--- config.mk ---
export PLATFORM = sky130hd
export DESIGN_NAME = fu_fifo_bank
export DESIGN_NICKNAME = d
export VERILOG_FILES = /design/src/rtl/fu_pkg.sv /design/src/rtl/fu_fifo_ch.sv /design/src/rtl/fu_fifo_bank.sv
export SDC_FILE = /design/constraint.sdc
export NUM_CORES = 1
export LEC_CHECK = 0
export ABC_AREA = 1
export BUFFER_PORTS_ARGS = -buffer_cell sky130_fd_sc_hd__buf_2
export CORE_MARGIN = 3
export CORE_UTILIZATION = 40
export DETAILED_ROUTE_END_ITERATION = 7
export SYNTH_ARGS = -nofsm -noshare
export SYNTH_HDL_FRONTEND = slang
export SYNTH_SLANG_ARGS = --single-unit
--- constraint.sdc ---
create_clock -name clk -period 12.05 [get_ports clk]
set_input_delay 1.205 -clock clk [delete_from_list [all_inputs] [get_ports clk]]
set_output_delay 1.205 -clock clk [all_outputs]
set_load 0.005 [all_outputs]
--- src/rtl/fu_pkg.sv ---
// fu_pkg: types and helpers shared by the FU buffer bank.
//   fifo_mode_e : per-channel operating mode
//   ch_ctl_t    : mode/enable bits common to every channel config word
//   ch_cfg_w()  : width of one channel config word for a given pointer width
package fu_pkg;

  typedef enum logic {
    FIFO_MODE  = 1'b0,
    DELAY_MODE = 1'b1
  } fifo_mode_e;

  // The delay field width depends on DEPTH. A package cannot be
  // parameterised, so each channel appends delay[AW-1:0] to this header
  // to form its full ch_cfg_t.
  typedef struct packed {
    fifo_mode_e mode;
    logic       rd_en;
    logic       wr_en;
  } ch_ctl_t;

  localparam int CH_CTL_W = $bits(ch_ctl_t);

  function automatic int ch_cfg_w(input int aw);
    return aw + CH_CTL_W;
  endfunction

endpackage

--- src/rtl/fu_fifo_ch.sv ---
// fu_fifo_ch: one buffer channel. It runs as a FIFO or as a programmable delay line.
//   clk, rst_n        clock, async active-low reset
//   cfg_i             active config {mode, rd_en, wr_en, delay}
//   flush_i           mode-changing commit: drop contents, pointers, count and flags
//   rewarm_i          delay-changing commit in delay mode: restart warm-up
//   clear_i           clear sticky ovf/udf; an error set in the same cycle wins
//   data_i            write data
//   data_o, valid_o   registered read data and one-cycle update strobe
//   count_o, full_o, empty_o, ovf_o, udf_o   occupancy and status
module fu_fifo_ch
  import fu_pkg::*;
#(
  parameter int DATA_WIDTH = 16,
  parameter int DEPTH      = 16,
  localparam int AW        = $clog2(DEPTH),
  localparam int CFG_W     = ch_cfg_w(AW),
  localparam int EW        = 2 * DATA_WIDTH
) (
  input  logic             clk,
  input  logic             rst_n,
  input  logic [CFG_W-1:0] cfg_i,
  input  logic             flush_i,
  input  logic             rewarm_i,
  input  logic             clear_i,
  input  logic [EW-1:0]    data_i,
  output logic [EW-1:0]    data_o,
  output logic             valid_o,
  output logic [AW:0]      count_o,
  output logic             full_o,
  output logic             empty_o,
  output logic             ovf_o,
  output logic             udf_o
);

  typedef struct packed {
    ch_ctl_t         ctl;
    logic [AW-1:0]   delay;
  } ch_cfg_t;

  localparam logic [AW:0] DEPTH_C = (AW+1)'(DEPTH);
  localparam logic [AW:0] ONE_C   = (AW+1)'(1);

  ch_cfg_t cfg;
  assign cfg = cfg_i;

  logic [EW-1:0] mem_q [DEPTH];

  logic [AW-1:0] wp_q, wp_d, rp_q, rp_d, rd_idx;
  logic [AW:0]   count_q, count_d, d_len;
  logic [EW-1:0] data_q, data_d, rd_data;
  logic          valid_q, valid_d, ovf_q, ovf_d, udf_q, udf_d;
  logic          is_fifo, empty, full, rd_ok, wr_ok;

  // In delay mode, the sample written D advances ago sits at wp-D. This
  // includes D=DEPTH: that slot is the one being overwritten at this edge.
  // The read sees the old contents there, so every D in 1..DEPTH is exact
  // and no bypass is needed.
  assign rd_idx  = is_fifo ? rp_q : (wp_q - cfg.delay - AW'(1));
  assign rd_data = mem_q[rd_idx];

  always_comb begin
    is_fifo = (cfg.ctl.mode == FIFO_MODE);
    d_len   = {1'b0, cfg.delay} + ONE_C;
    empty   = (count_q == '0);
    full    = (count_q == DEPTH_C);
    rd_ok   = is_fifo && cfg.ctl.rd_en && !empty;
    wr_ok   = is_fifo ? (cfg.ctl.wr_en && (!full || rd_ok)) : cfg.ctl.wr_en;

    wp_d    = wp_q;
    rp_d    = rp_q;
    count_d = count_q;
    data_d  = data_q;
    valid_d = 1'b0;
    ovf_d   = ovf_q & ~clear_i;
    udf_d   = udf_q & ~clear_i;

    if (wr_ok) wp_d = wp_q + AW'(1);

    if (is_fifo) begin
      if (rd_ok) begin
        rp_d    = rp_q + AW'(1);
        data_d  = rd_data;
        valid_d = 1'b1;
      end
      if (wr_ok && !rd_ok)      count_d = count_q + ONE_C;
      else if (rd_ok && !wr_ok) count_d = count_q - ONE_C;
      if (cfg.ctl.wr_en && full && !rd_ok) ovf_d = 1'b1;
      if (cfg.ctl.rd_en && empty)          udf_d = 1'b1;
    end else if (cfg.ctl.wr_en) begin
      if (count_q < d_len) count_d = count_q + ONE_C;
      // data_o only moves once the line is warm. During warm-up the ring
      // still holds stale samples from before the flush.
      if (count_q == d_len) begin
        data_d  = rd_data;
        valid_d = 1'b1;
      end
    end

    if (rewarm_i) count_d = '0;

    if (flush_i) begin
      wp_d    = '0;
      rp_d    = '0;
      count_d = '0;
      valid_d = 1'b0;
      ovf_d   = 1'b0;
      udf_d   = 1'b0;
    end
  end

  always_ff @(posedge clk) begin
    if (wr_ok) mem_q[wp_q] <= data_i;
  end

  always_ff @(posedge clk or negedge rst_n) begin
    if (!rst_n) begin
      wp_q    <= '0;
      rp_q    <= '0;
      count_q <= '0;
      data_q  <= '0;
      valid_q <= 1'b0;
      ovf_q   <= 1'b0;
      udf_q   <= 1'b0;
    end else begin
      wp_q    <= wp_d;
      rp_q    <= rp_d;
      count_q <= count_d;
      data_q  <= data_d;
      valid_q <= valid_d;
      ovf_q   <= ovf_d;
      udf_q   <= udf_d;
    end
  end

  assign data_o  = data_q;
  assign valid_o = valid_q;
  assign count_o = count_q;
  assign empty_o = empty;
  assign full_o  = is_fifo && full;
  assign ovf_o   = ovf_q;
  assign udf_o   = udf_q;

endmodule

--- src/rtl/fu_fifo_bank.sv ---
// fu_fifo_bank: NUM_CH independent FIFO / delay-line channels. Each channel is
// controlled by a double-buffered config word.
//   clk, rst_n   clock, async active-low reset
//   config_i     shadow config, channel i at [i*CH_CFG_W +: CH_CFG_W],
//                packed {mode, rd_en, wr_en, delay}
//   cfg_commit   copies config_i into the active config at this edge
//   clear_i      per-channel sticky flag clear
//   data_i/o     per-channel data, channel i at [i*2*DATA_WIDTH +: 2*DATA_WIDTH]
//   valid_o, count_o, full_o, empty_o, ovf_o, udf_o   per-channel status
module fu_fifo_bank
  import fu_pkg::*;
#(
  parameter int DATA_WIDTH = 16,
  parameter int NUM_CH     = 2,
  parameter int DEPTH      = 16,
  localparam int AW        = $clog2(DEPTH),
  localparam int CH_CFG_W  = ch_cfg_w(AW),
  localparam int EW        = 2 * DATA_WIDTH
) (
  input  logic                       clk,
  input  logic                       rst_n,
  input  logic [NUM_CH*CH_CFG_W-1:0] config_i,
  input  logic                       cfg_commit,
  input  logic [NUM_CH-1:0]          clear_i,
  input  logic [NUM_CH*EW-1:0]       data_i,
  output logic [NUM_CH*EW-1:0]       data_o,
  output logic [NUM_CH-1:0]          valid_o,
  output logic [NUM_CH*(AW+1)-1:0]   count_o,
  output logic [NUM_CH-1:0]          full_o,
  output logic [NUM_CH-1:0]          empty_o,
  output logic [NUM_CH-1:0]          ovf_o,
  output logic [NUM_CH-1:0]          udf_o
);

  localparam int MODE_B = CH_CFG_W - 1;

  logic [NUM_CH*CH_CFG_W-1:0] cfg_q, cfg_d;

  always_comb begin
    cfg_d = cfg_commit ? config_i : cfg_q;
  end

  always_ff @(posedge clk or negedge rst_n) begin
    if (!rst_n) cfg_q <= '0;
    else        cfg_q <= cfg_d;
  end

  for (genvar i = 0; i < NUM_CH; i++) begin : g_ch
    logic flush, rewarm;

    // Flush/rewarm are decided from the old (active) and new (shadow)
    // words at the commit edge. The channel still runs this cycle under
    // the old config.
    assign flush  = cfg_commit &&
                    (cfg_q[i*CH_CFG_W + MODE_B] != config_i[i*CH_CFG_W + MODE_B]);
    assign rewarm = cfg_commit &&
                    (cfg_q[i*CH_CFG_W + MODE_B] == DELAY_MODE) &&
                    (config_i[i*CH_CFG_W + MODE_B] == DELAY_MODE) &&
                    (cfg_q[i*CH_CFG_W +: AW] != config_i[i*CH_CFG_W +: AW]);

    fu_fifo_ch #(
      .DATA_WIDTH (DATA_WIDTH),
      .DEPTH      (DEPTH)
    ) u_ch (
      .clk      (clk),
      .rst_n    (rst_n),
      .cfg_i    (cfg_q[i*CH_CFG_W +: CH_CFG_W]),
      .flush_i  (flush),
      .rewarm_i (rewarm),
      .clear_i  (clear_i[i]),
      .data_i   (data_i[i*EW +: EW]),
      .data_o   (data_o[i*EW +: EW]),
      .valid_o  (valid_o[i]),
      .count_o  (count_o[i*(AW+1) +: AW+1]),
      .full_o   (full_o[i]),
      .empty_o  (empty_o[i]),
      .ovf_o    (ovf_o[i]),
      .udf_o    (udf_o[i])
    );
  end

endmodule

# Word-level counts from Yosys, hierarchy flattened
# Memory sizes are Yosys's and may differ from the RTL's.
# Cells that the tools add are included.
dict set report word_totals {
  ff_bits 110
  ramBits 1024
  out_inout_bits 84
  n_memories 2
  wordCells 173
  input_bits 83
}
# memory depth word_bits read_ports rd_clocked_by_memory_dff write_ports line
set mem_list {}
lappend mem_list {{g_ch[0].u_ch.mem_q} 16 32 1 0 1 fu_fifo_ch.sv:46} ;# logic [EW-1:0] mem_q [DEPTH];
lappend mem_list {{g_ch[1].u_ch.mem_q} 16 32 1 0 1 fu_fifo_ch.sv:46}
dict set report classes {
  addsub 14
  n_lt_le_gt_ge 2
  reduce_logical 52
  bitwise 8
  muxes 62
  eq_ne 18
}
# op count
set ops {}
lappend ops {{$mux W32} 8}
lappend ops {{$mux W5} 14}
lappend ops {{$mux W4} 12}
lappend ops {{$mux W1} 28}
lappend ops {{$logic_and A1 B1 Y1} 26}
lappend ops {{$add A4 B1 Y4 const B} 4}
lappend ops {{$reduce_and A3 Y1} 4}
lappend ops {{$reduce_bool A2 Y1} 6}
lappend ops {{$add A4 B1 Y5 const B} 2}
lappend ops {{$add A5 B1 Y5 const B} 2}
lappend ops {{$eq A5 B5 Y1} 2}
lappend ops {{$eq A5 B5 Y1 const B} 2}
lappend ops {{$logic_not A5 Y1} 2}
lappend ops {{$lt A5 B5 Y1} 2}
lappend ops {{$reduce_bool A5 Y1} 2}
lappend ops {{$sub A5 B1 Y5 const B} 2}
lappend ops {{$logic_not A1 Y1} 8}
lappend ops {{$ne A2 B1 Y1 const B} 4}
lappend ops {{$ne A4 B1 Y1 const B} 2}
lappend ops {{$ne A4 B2 Y1 const B} 2}
lappend ops {{$ne A4 B4 Y1} 2}
lappend ops {{$sub A4 B1 Y4 const B} 2}
lappend ops {{$sub A4 B4 Y4} 2}
lappend ops {{$and A1 B1 Y1} 4}
lappend ops {{other kinds (5)} 12}

# Longest topological paths before layout
# Gate-level depths: netlist of the first run.
dict set report depth {
  word_depth 13
  ltp_mapped 14
  mapped_depth_nobuf 13
}

# Cells and area by module
# Synthesis of the first run repeated with hierarchy kept, for this count alone.
dict set report hier_totals {
  hier_cells 5031
  area_unflattened_um2 51071.5
}
# mod instances seq_area_each_um2 cells_each area_per_inst_um2
set by_module_without_submodules {}
lappend by_module_without_submodules {{fu_fifo_ch at g_ch[0].u_ch} 1 16575.9 2471 25171.6}
lappend by_module_without_submodules {{fu_fifo_ch at g_ch[1].u_ch} 1 16575.9 2467 25137.9}
lappend by_module_without_submodules {fu_fifo_bank 1 350.3 93 762.0}

# Worst setup path before layout of the first run
# No wires, ideal clock.
dict set report synth_timing {
  path_type {register to register}
  start {reg g_ch[0].u_ch.count_q[0]}
  end {mem g_ch[0].u_ch.mem_q[7][0] in the netlist's numbering, enable pin}
  path_buffers 0
  arrival_ps 3439
  path_stages_with_launch 10
  synth_period_minus_slack_ps 3900
  required_ps 11589
  setup_slack_ps 8150
  setup_time_ps 461
  path_cell_list {dfrtp_1 > inv_1 > ha_1 > nand2_1 > nor2_1 > nand3_1 > nand2_1 > inv_1 > nand2_1 > nor3_1}
}
dict set report synth_between {
  elab_chain_len 8
  elab_cells_between_ends 10
  cone_classes {1 x eq/ne; 3 x mux; 6 x reduce/logical}
}
# item line
set synth_rtl {}
lappend synth_rtl {{start: declaration} fu_fifo_ch.sv:49} ;# logic [AW:0] count_q, count_d, d_len;
lappend synth_rtl {{start signal: assignment} fu_fifo_ch.sv:127} ;# count_q <= count_d;
lappend synth_rtl {{$logic_not A5 Y1} fu_fifo_ch.sv:64} ;# empty = (count_q == '0);
lappend synth_rtl {{$logic_not A1 Y1} fu_fifo_ch.sv:66} ;# rd_ok = is_fifo && cfg.ctl.rd_en && !empty;
lappend synth_rtl {{$logic_and A1 B1 Y1} fu_fifo_ch.sv:66}
lappend synth_rtl {{$logic_or A1 B1 Y1 (*)} fu_fifo_ch.sv:67} ;# wr_ok = is_fifo ? (cfg.ctl.wr_en && (!full || rd_ok)) : cfg.ctl.wr_en;
lappend synth_rtl {{$logic_and A1 B1 Y1 (*)} fu_fifo_ch.sv:67}
lappend synth_rtl {{$mux W1 (*)} fu_fifo_ch.sv:67}
lappend synth_rtl {{$mux W1 (*)} fu_fifo_ch.sv:112} ;# if (wr_ok) mem_q[wp_q] <= data_i;
lappend synth_rtl {{$mux W1 (implied by the code) (*)} fu_fifo_ch.sv:112}
lappend synth_rtl {{end: declaration} fu_fifo_ch.sv:46}
# Every way passes the cells marked *; elsewhere a longest branch is shown, timed or not.

# Worst setup path in the final report of the first run
dict set report layout_timing {
  start {reg cfg_q[7]}
  end {reg g_ch[1].u_ch.data_q[8]}
}
dict set report layout_between {
  elab_chain_len 7
  elab_cells_between_ends 12
  cone_classes {3 x add/sub; 2 x eq/ne; 5 x mux; 1 x reduce/logical; 1 x memory}
}
# item line
set layout_rtl {}
lappend layout_rtl {{start: declaration} fu_fifo_bank.sv:37} ;# logic [NUM_CH*CH_CFG_W-1:0] cfg_q, cfg_d;
lappend layout_rtl {{start signal: assignment} fu_fifo_bank.sv:45} ;# else cfg_q <= cfg_d;
lappend layout_rtl {{$sub A4 B4 Y4} fu_fifo_ch.sv:58} ;# assign rd_idx = is_fifo ? rp_q : (wp_q - cfg.delay - AW'(1));
lappend layout_rtl {{$sub A4 B1 Y4} fu_fifo_ch.sv:58}
lappend layout_rtl {{$mux W4} fu_fifo_ch.sv:58}
lappend layout_rtl {{$mem_v2 Z16 W32} --}
lappend layout_rtl {{$mux W32} fu_fifo_ch.sv:93} ;# if (count_q == d_len) begin
lappend layout_rtl {{$mux W32} fu_fifo_ch.sv:89} ;# end else if (cfg.ctl.wr_en) begin
lappend layout_rtl {{$mux W32} fu_fifo_ch.sv:79} ;# if (is_fifo) begin
lappend layout_rtl {{end signal: assignment} fu_fifo_ch.sv:128} ;# data_q <= data_d;
lappend layout_rtl {{end: declaration} fu_fifo_ch.sv:50} ;# logic [EW-1:0] data_q, data_d, rd_data;
# Parallel ways exist; a longest one is shown, timed or not. The select of a mux whose other input is x is not followed.
# A chain may end at the register's enable or synchronous reset.

==> results.sh, run 1 <==
export IMPL_setup_violations=0
export IMPL_tritoncts="done"
export IMPL_core_area_mm2=0.123
export IMPL_grt_max_degree=229
export IMPL_min_delay_src="g_ch[1].u_ch.data_o[15]"
export IMPL_dr_first_iter_drc_count=3377
export IMPL_maximum_clock_path_buffer_count=3
export IMPL_yosys_cell_types_count=31
export IMPL_synth_largest_area_cell="sky130_fd_sc_hd__edfxtp_1"
export IMPL_tightest_pin_transition_ns=1.11
export IMPL_tns_ns=0
export IMPL_worst_endpoint_required_ns=12.67
export IMPL_layout_min_cycle_time_ns=4.07
export IMPL_most_frequent_cells_in_the_layout="sky130_fd_sc_hd__nand2_1, sky130_fd_sc_hd__edfxtp_1, sky130_fd_sc_hd__inv_1"
export IMPL_p_leak_nw=24.2
export IMPL_maxCapViolations=0
export IMPL_rsz0062_at_grt="no"
export IMPL_grt_pass1_vias=30578
export IMPL_clock_latency_ns=0.73
export IMPL_slew_limit_headroom_pct=25.8
export IMPL_finalCritPeriodShare_pct=33.7
export IMPL_cts_hold_buf=0
export IMPL_floorplan_initialDensity_pct=40.5
export IMPL_hpwlAfterDp_um=62100
export IMPL_grt_pass1_wl_um=190000
export IMPL_max_clock_freq_ghz=0.246
export IMPL_drive_gt1_share_pct=8.50
export IMPL_drt_pre_antenna_iters=5
export IMPL_worst_setup_path_type="reg -> reg"
export IMPL_timing_critical_path_arrival_ns=4.69
export IMPL_crit_fanout=129
export IMPL_leading_post_synthesis_cells_by_cell_area="sky130_fd_sc_hd__edfxtp_1, sky130_fd_sc_hd__nand2_1, sky130_fd_sc_hd__nand3_1"
export IMPL_gp_congestion=0.769
export IMPL_flop_and_latch_count_out_of_synthesis=1134
export IMPL_fin_worst_skew_ns=0.0516
export IMPL_final_common_cell="sky130_fd_sc_hd__nand2_1"
export IMPL_postRouteAntennaNets=0
export IMPL_std_cell_rows=128
export IMPL_postCtsSetupBuffers=0
export IMPL_regToRegSetupSlack_ns=7.98
export IMPL_average_via_count_per_standard_cell=4.90
export IMPL_num_nets_final=5136
export IMPL_syn_nets=5033
export IMPL_wl_per_cell_um=18.7
export IMPL_cts_resized_gates=0
export IMPL_final_hold_violation_count=0
export IMPL_dominantRegCellSynth="sky130_fd_sc_hd__edfxtp_1"
export IMPL_detailed_route_drc_error_count=0
export IMPL_async_reset_ff_share_pct=9.70
export IMPL_cts_sinks=1134
export IMPL_die_height_um=358
export IMPL_synth_warnings=0
export IMPL_post_synth_inst_count=4914
export IMPL_kind_of_capture_point_of_the_worst_setup_path="flop"
export IMPL_syn_to_final_growth_pct=12.8
export IMPL_port_buffer_count=166
export IMPL_hold_path_class="reg -> reg"
export IMPL_worst_r2r_startpoint="cfg_q[7]"
export IMPL_dieWidth_um=358
export IMPL_synth_top_area_share_pct=61.9
export IMPL_cts_htree_levels=3
export IMPL_timing_final_max_slew_violations=0
export IMPL_worstSetupStartpointType="flop"
export IMPL_route_vias_total=33044
export IMPL_synth_edff_count=1024
export IMPL_whs_ns=0.478
export IMPL_power_density_cell_area_mw_per_mm2=204
export IMPL_track_usage_pct=19.6
export IMPL_synth_area_mm2=0.0496
export IMPL_grt_residual_overflow=0
export IMPL_syn_area_per_cell_um2=10.1
export IMPL_clk_pin_slew_ns=0.06
export IMPL_cts_buffers=118
export IMPL_design_die_area_mm2=0.128
export IMPL_synth_seq_area_share_pct=67.5
export IMPL_outcome="completed"
export IMPL_critical_path_startpoint="cfg_q[7]"
export IMPL_cts_root_buffer="sky130_fd_sc_hd__clkbuf_16"
export IMPL_wl_um=126000
export IMPL_vdd_drop_max_mv=0.207
export IMPL_io_pins=167
export IMPL_grt_antenna_before_repair=26
[kinds of logic after synthesis]
| family | after synthesis | synth area share, % |
|---|---|---|
| flops | 1134 | 67.5 |
| simple gates | 2505 | 20.9 |
| buf+inv | 1087 | 8.81 |
| compound gates | 128 | 1.46 |
| xor+xnor | 24 | 0.423 |
| fa+ha+maj | 36 | 0.938 |
[where the power goes]
group / internal [mW] / leakage (nW) / switching (mW)
registers: 4.57 / 10.6 / 0.202
logic: 0.920 / 11.7 / 2.11
clock network: 2.09 / 1.86 / 1.51
total: 7.58 / 24.2 / 3.82
[metrics by stage]
step                std cells  instance area (um2)  utilization (%)  power, mW  worst slack, ns
global route             6746                56000             45.7       12.1             7.79
detailed placement       6522                52100             42.5       7.88             8.08
CTS                      6742                56000             45.7       11.5             8.08
finish                   6750                56000             45.7       11.4             7.98
floorplan                4914                49600                -       6.89             8.15
global placement         6522                52100             42.5       7.85             8.13
[per-layer routing]
layer / global-route usage, % / wire length [um]
met5: 0 / 55
met4: 5.50 / 2990
met3: 3.46 / 8880
met2: 31.4 / 58300
met1: 27.4 / 56200
[synth_stat cells, types with 4 or more instances]
master	number
sky130_fd_sc_hd__xor2_1	12
sky130_fd_sc_hd__inv_2	5
sky130_fd_sc_hd__inv_1	843
sky130_fd_sc_hd__nand2_1	1704
sky130_fd_sc_hd__buf_6	4
sky130_fd_sc_hd__clkbuf_8	5
sky130_fd_sc_hd__nor3_1	6
sky130_fd_sc_hd__a21oi_1	18
sky130_fd_sc_hd__edfxtp_1	1024
sky130_fd_sc_hd__nand4_1	9
sky130_fd_sc_hd__buf_2	122
sky130_fd_sc_hd__dfrtp_1	110
sky130_fd_sc_hd__ha_1	34
sky130_fd_sc_hd__nor2_1	59
sky130_fd_sc_hd__o21ai_0	69
sky130_fd_sc_hd__buf_4	14
sky130_fd_sc_hd__buf_1	23
sky130_fd_sc_hd__xnor2_1	12
sky130_fd_sc_hd__nand3_1	717
sky130_fd_sc_hd__o21ai_1	8
sky130_fd_sc_hd__clkbuf_1	69
sky130_fd_sc_hd__o211ai_1	33
[final timing paths]
kind / end / cells after the start
max: g_ch[1].u_ch.data_o[8] / 14
min: g_ch[1].u_ch.data_o[15] / 2
max reg2reg: g_ch[1].u_ch.data_o[8] / 14
min reg2reg: g_ch[1].u_ch.data_o[15] / 2
max in group asynchronous: g_ch[1].u_ch.count_o[2] / 2
min in group asynchronous: g_ch[0].u_ch.data_o[28] / 1
[sequential cells by signal, indices dropped and copies added, names as in the netlist]
signal,cells
g_ch.u_ch.valid_o,2
g_ch.u_ch.udf_o,2
g_ch.u_ch.wp_q,8
g_ch.u_ch.mem_q,1024
cfg_q,14
g_ch.u_ch.count_o,10
g_ch.u_ch.ovf_o,2
g_ch.u_ch.data_o,64
g_ch.u_ch.rp_q,8
[critical path, cell delays in order (launching register included)]
cell                       delay, ns
sky130_fd_sc_hd__dfrtp_1        0.40
sky130_fd_sc_hd__inv_1          0.11
sky130_fd_sc_hd__ha_1           0.23
sky130_fd_sc_hd__fa_1           0.44
sky130_fd_sc_hd__nand2_1        0.11
sky130_fd_sc_hd__o21ai_4        0.08
sky130_fd_sc_hd__buf_12         0.26
sky130_fd_sc_hd__inv_4          0.62
sky130_fd_sc_hd__buf_4          0.92
sky130_fd_sc_hd__o211ai_1       0.20
sky130_fd_sc_hd__nand3_1        0.12
sky130_fd_sc_hd__nand2_1        0.06
sky130_fd_sc_hd__nand2_1        0.05
sky130_fd_sc_hd__nand3_1        0.07
sky130_fd_sc_hd__nand2_1        0.09
[layout make-up]
cell class              count  area (um2)
clock inverters            47         538
diodes                      8        20.0
repair buffers            221        1270
multi-input cells        2693       12100
inverters                 849        3190
well taps                1625        2030
flip-flops and latches   1134       33500
fillers                 11292       66500
clock buffers             173        3300
(Power assumes the default switching activity.)
==> inputs of run 2 (changes only) <==
Clock period 12.05 ns to 3.74 ns, I/O delays scaled along.
==> run 2 against run 1 <==
  * Utilization increased by 1.2 points
  * Critical endpoint is now g_ch[0].u_ch.data_o[0]
  * Largest cell class unchanged
  * Non-clock buffer count increased by 103
  * Highest routed layer unchanged
  * Via count increased by 2.1%
  * Register-to-register slack worse by 7.1 ns
  * Clock-buffer cell count shrank 20
  * Total power grew to 3.3 times the previous value
==> results.sh, run 2 (synthesis gave the netlist of run 1 again) <==
export IMPL_outcome="completed"
export IMPL_finalCritPeriodShare_pct=77.6
export IMPL_floorplan_initialDensity_pct=40.5
export IMPL_cell_count_post_placement=6551
export IMPL_vdd_drop_max_mv=0.609
export IMPL_die_height_um=358
export IMPL_hpwlAfterDp_um=67000
export IMPL_fin_worst_skew_ns=0.0466
export IMPL_finalCoreUtilization_pct=46.9
export IMPL_crit_reg2reg_capture="g_ch[0].u_ch.data_o[0]"
export IMPL_postRouteAntennaNets=0
export IMPL_slew_limit_headroom_pct=23.1
export IMPL_grt_pass1_vias=31955
export IMPL_wl_um=128000
export IMPL_most_frequent_cells_in_the_layout="sky130_fd_sc_hd__nand2_1, sky130_fd_sc_hd__edfxtp_1, sky130_fd_sc_hd__inv_1"
export IMPL_cts_buffers=118
export IMPL_layoutNonFillerInstCount=6855
export IMPL_max_clock_freq_ghz=0.345
export IMPL_layout_min_cycle_time_ns=2.90
export IMPL_power_density_cell_area_mw_per_mm2=653
export IMPL_average_via_count_per_standard_cell=4.92
export IMPL_crit_fanout=20
export IMPL_drive_gt1_share_pct=9.49
export IMPL_worst_r2r_startpoint="cfg_q[6]"
export IMPL_worstSetupStartpointType="flop"
export IMPL_drt_pre_antenna_iters=5
export IMPL_design_area_mm2=0.0575
export IMPL_num_nets_final=5239
export IMPL_timing_critical_path_arrival_ns=3.57
export IMPL_cts_resized_gates=0
export IMPL_detailed_route_drc_error_count=0
export IMPL_hold_depth=1
export IMPL_port_buffer_count=166
export IMPL_p_leak_nw=24.8
export IMPL_grt_pass1_wl_um=196000
export IMPL_whs_endpoint="g_ch[0].u_ch.mem_q[13][12]"
export IMPL_setup_violations=0
export IMPL_wl_per_cell_um=18.7
export IMPL_clk_pin_slew_ns=0.07
export IMPL_tightest_pin_transition_ns=1.15
export IMPL_tritoncts="done"
export IMPL_maxCapViolations=0
export IMPL_worst_endpoint_required_ns=4.41
export IMPL_std_cell_rows=128
export IMPL_whs_ns=0.0564
export IMPL_gp_congestion=0.793
export IMPL_totalPowerFinal_mw=37.5
export IMPL_track_usage_pct=20.0
export IMPL_timing_final_max_slew_violations=0
export IMPL_kind_of_capture_point_of_the_worst_setup_path="flop"
export IMPL_r2r_cells=7
export IMPL_dpl_cell_area_mm2=0.0527
export IMPL_core_area_mm2=0.123
export IMPL_largest_register_ffs=1024
export IMPL_tns_ns=0
export IMPL_final_hold_violation_count=0
export IMPL_dieWidth_um=358
export IMPL_hold_path_class="in -> reg"
export IMPL_rsz0062_at_grt="no"
export IMPL_min_delay_src="data_i[12]"
export IMPL_grt_max_degree=129
export IMPL_syn_to_final_growth_pct=15.7
export IMPL_dpl_worst_slack_ns=0.859
export IMPL_cts_root_buffer="sky130_fd_sc_hd__clkbuf_16"
export IMPL_maximum_clock_path_buffer_count=3
export IMPL_clock_latency_ns=0.75
export IMPL_grt_antenna_before_repair=13
export IMPL_final_setup_worst_slack_ns=0.838
export IMPL_design_die_area_mm2=0.128
export IMPL_worst_setup_path_type="reg -> reg"
export IMPL_route_vias_total=33735
export IMPL_regToRegSetupSlack_ns=0.84
export IMPL_postCtsSetupBuffers=0
export IMPL_regMostFlops="g_ch.u_ch.mem_q"
export IMPL_cts_sinks=1134
export IMPL_final_common_cell="sky130_fd_sc_hd__nand2_1"
export IMPL_dr_first_iter_drc_count=2961
export IMPL_io_pins=167
export IMPL_grt_residual_overflow=0
export IMPL_cts_htree_levels=3
[run 2: cell types whose count changed in the layout (fill, tap and decap cells not counted), sizes merged]
cell,before,now
dlygate4sd3,0,74
buf,221,250
clkbuf,173,153
clkinv,36,53
clkinvlp,1,5
bufinv,9,11
diode,8,6
inv,850,851
[run 2: worst max-delay path: stages, from the launching register on]
cell and delay, ns:
sky130_fd_sc_hd__dfrtp_1 0.64, sky130_fd_sc_hd__inv_1 0.33, sky130_fd_sc_hd__nand3_1 0.32, sky130_fd_sc_hd__nand2_2 0.10, sky130_fd_sc_hd__inv_1 0.84, sky130_fd_sc_hd__buf_4 0.42
sky130_fd_sc_hd__nand2_1 0.09, sky130_fd_sc_hd__nand2_1 0.08
[run 2: layout make-up]
cell class                 instances  area [um2]
inverter                         849        3190
multi-input combinational       2693       12100
clock buffer                     153        3220
clock inverter                    71         754
timing repair buffer             324        2600
antenna                            6        15.0
fill                           11250       65100
sequential                      1134       33500
tap                             1625        2030
[run 2: per-layer routing]
layer | part of all wire [%] | vias to the layer above | track usage [%]
met5 | 0.027 | - | 0
met4 | 2.4 | 6 | 5.54
met3 | 7.2 | 210 | 3.48
met2 | 47 | 1132 | 32.6
met1 | 44 | 16155 | 27.6
li1 | - | 16232 | -
[run 2: what timing repair did]
item	in CTS	in global routing
hold buffers	74	0
endpoints found under the hold margin	869	0
endpoints found under the setup margin	0	0
[run 2: how the worst max path moves through the flow]
stage / from / endpoint / slack (ns) / cells after the start
after floorplan: g_ch[0].u_ch.count_o[0] / g_ch[0].u_ch.mem_q[11][0] / 0.71 / 9
after global placement: cfg_q[6] / g_ch[0].u_ch.data_o[4] / 0.87 / 7
after detailed placement: cfg_q[7] / g_ch[1].u_ch.data_o[15] / 0.86 / 13
after CTS: cfg_q[7] / g_ch[1].u_ch.data_o[2] / 0.84 / 13
after global routing: cfg_q[6] / g_ch[0].u_ch.data_o[0] / 0.59 / 7
final: cfg_q[6] / g_ch[0].u_ch.data_o[0] / 0.84 / 7
[run 2: report_power, final]
group / switching (mW) / internal [mW]
Combinational: 7.01 / 3.24
Sequential: 0.658 / 14.7
Clock: 5.03 / 6.86
Total: 12.7 / 24.8
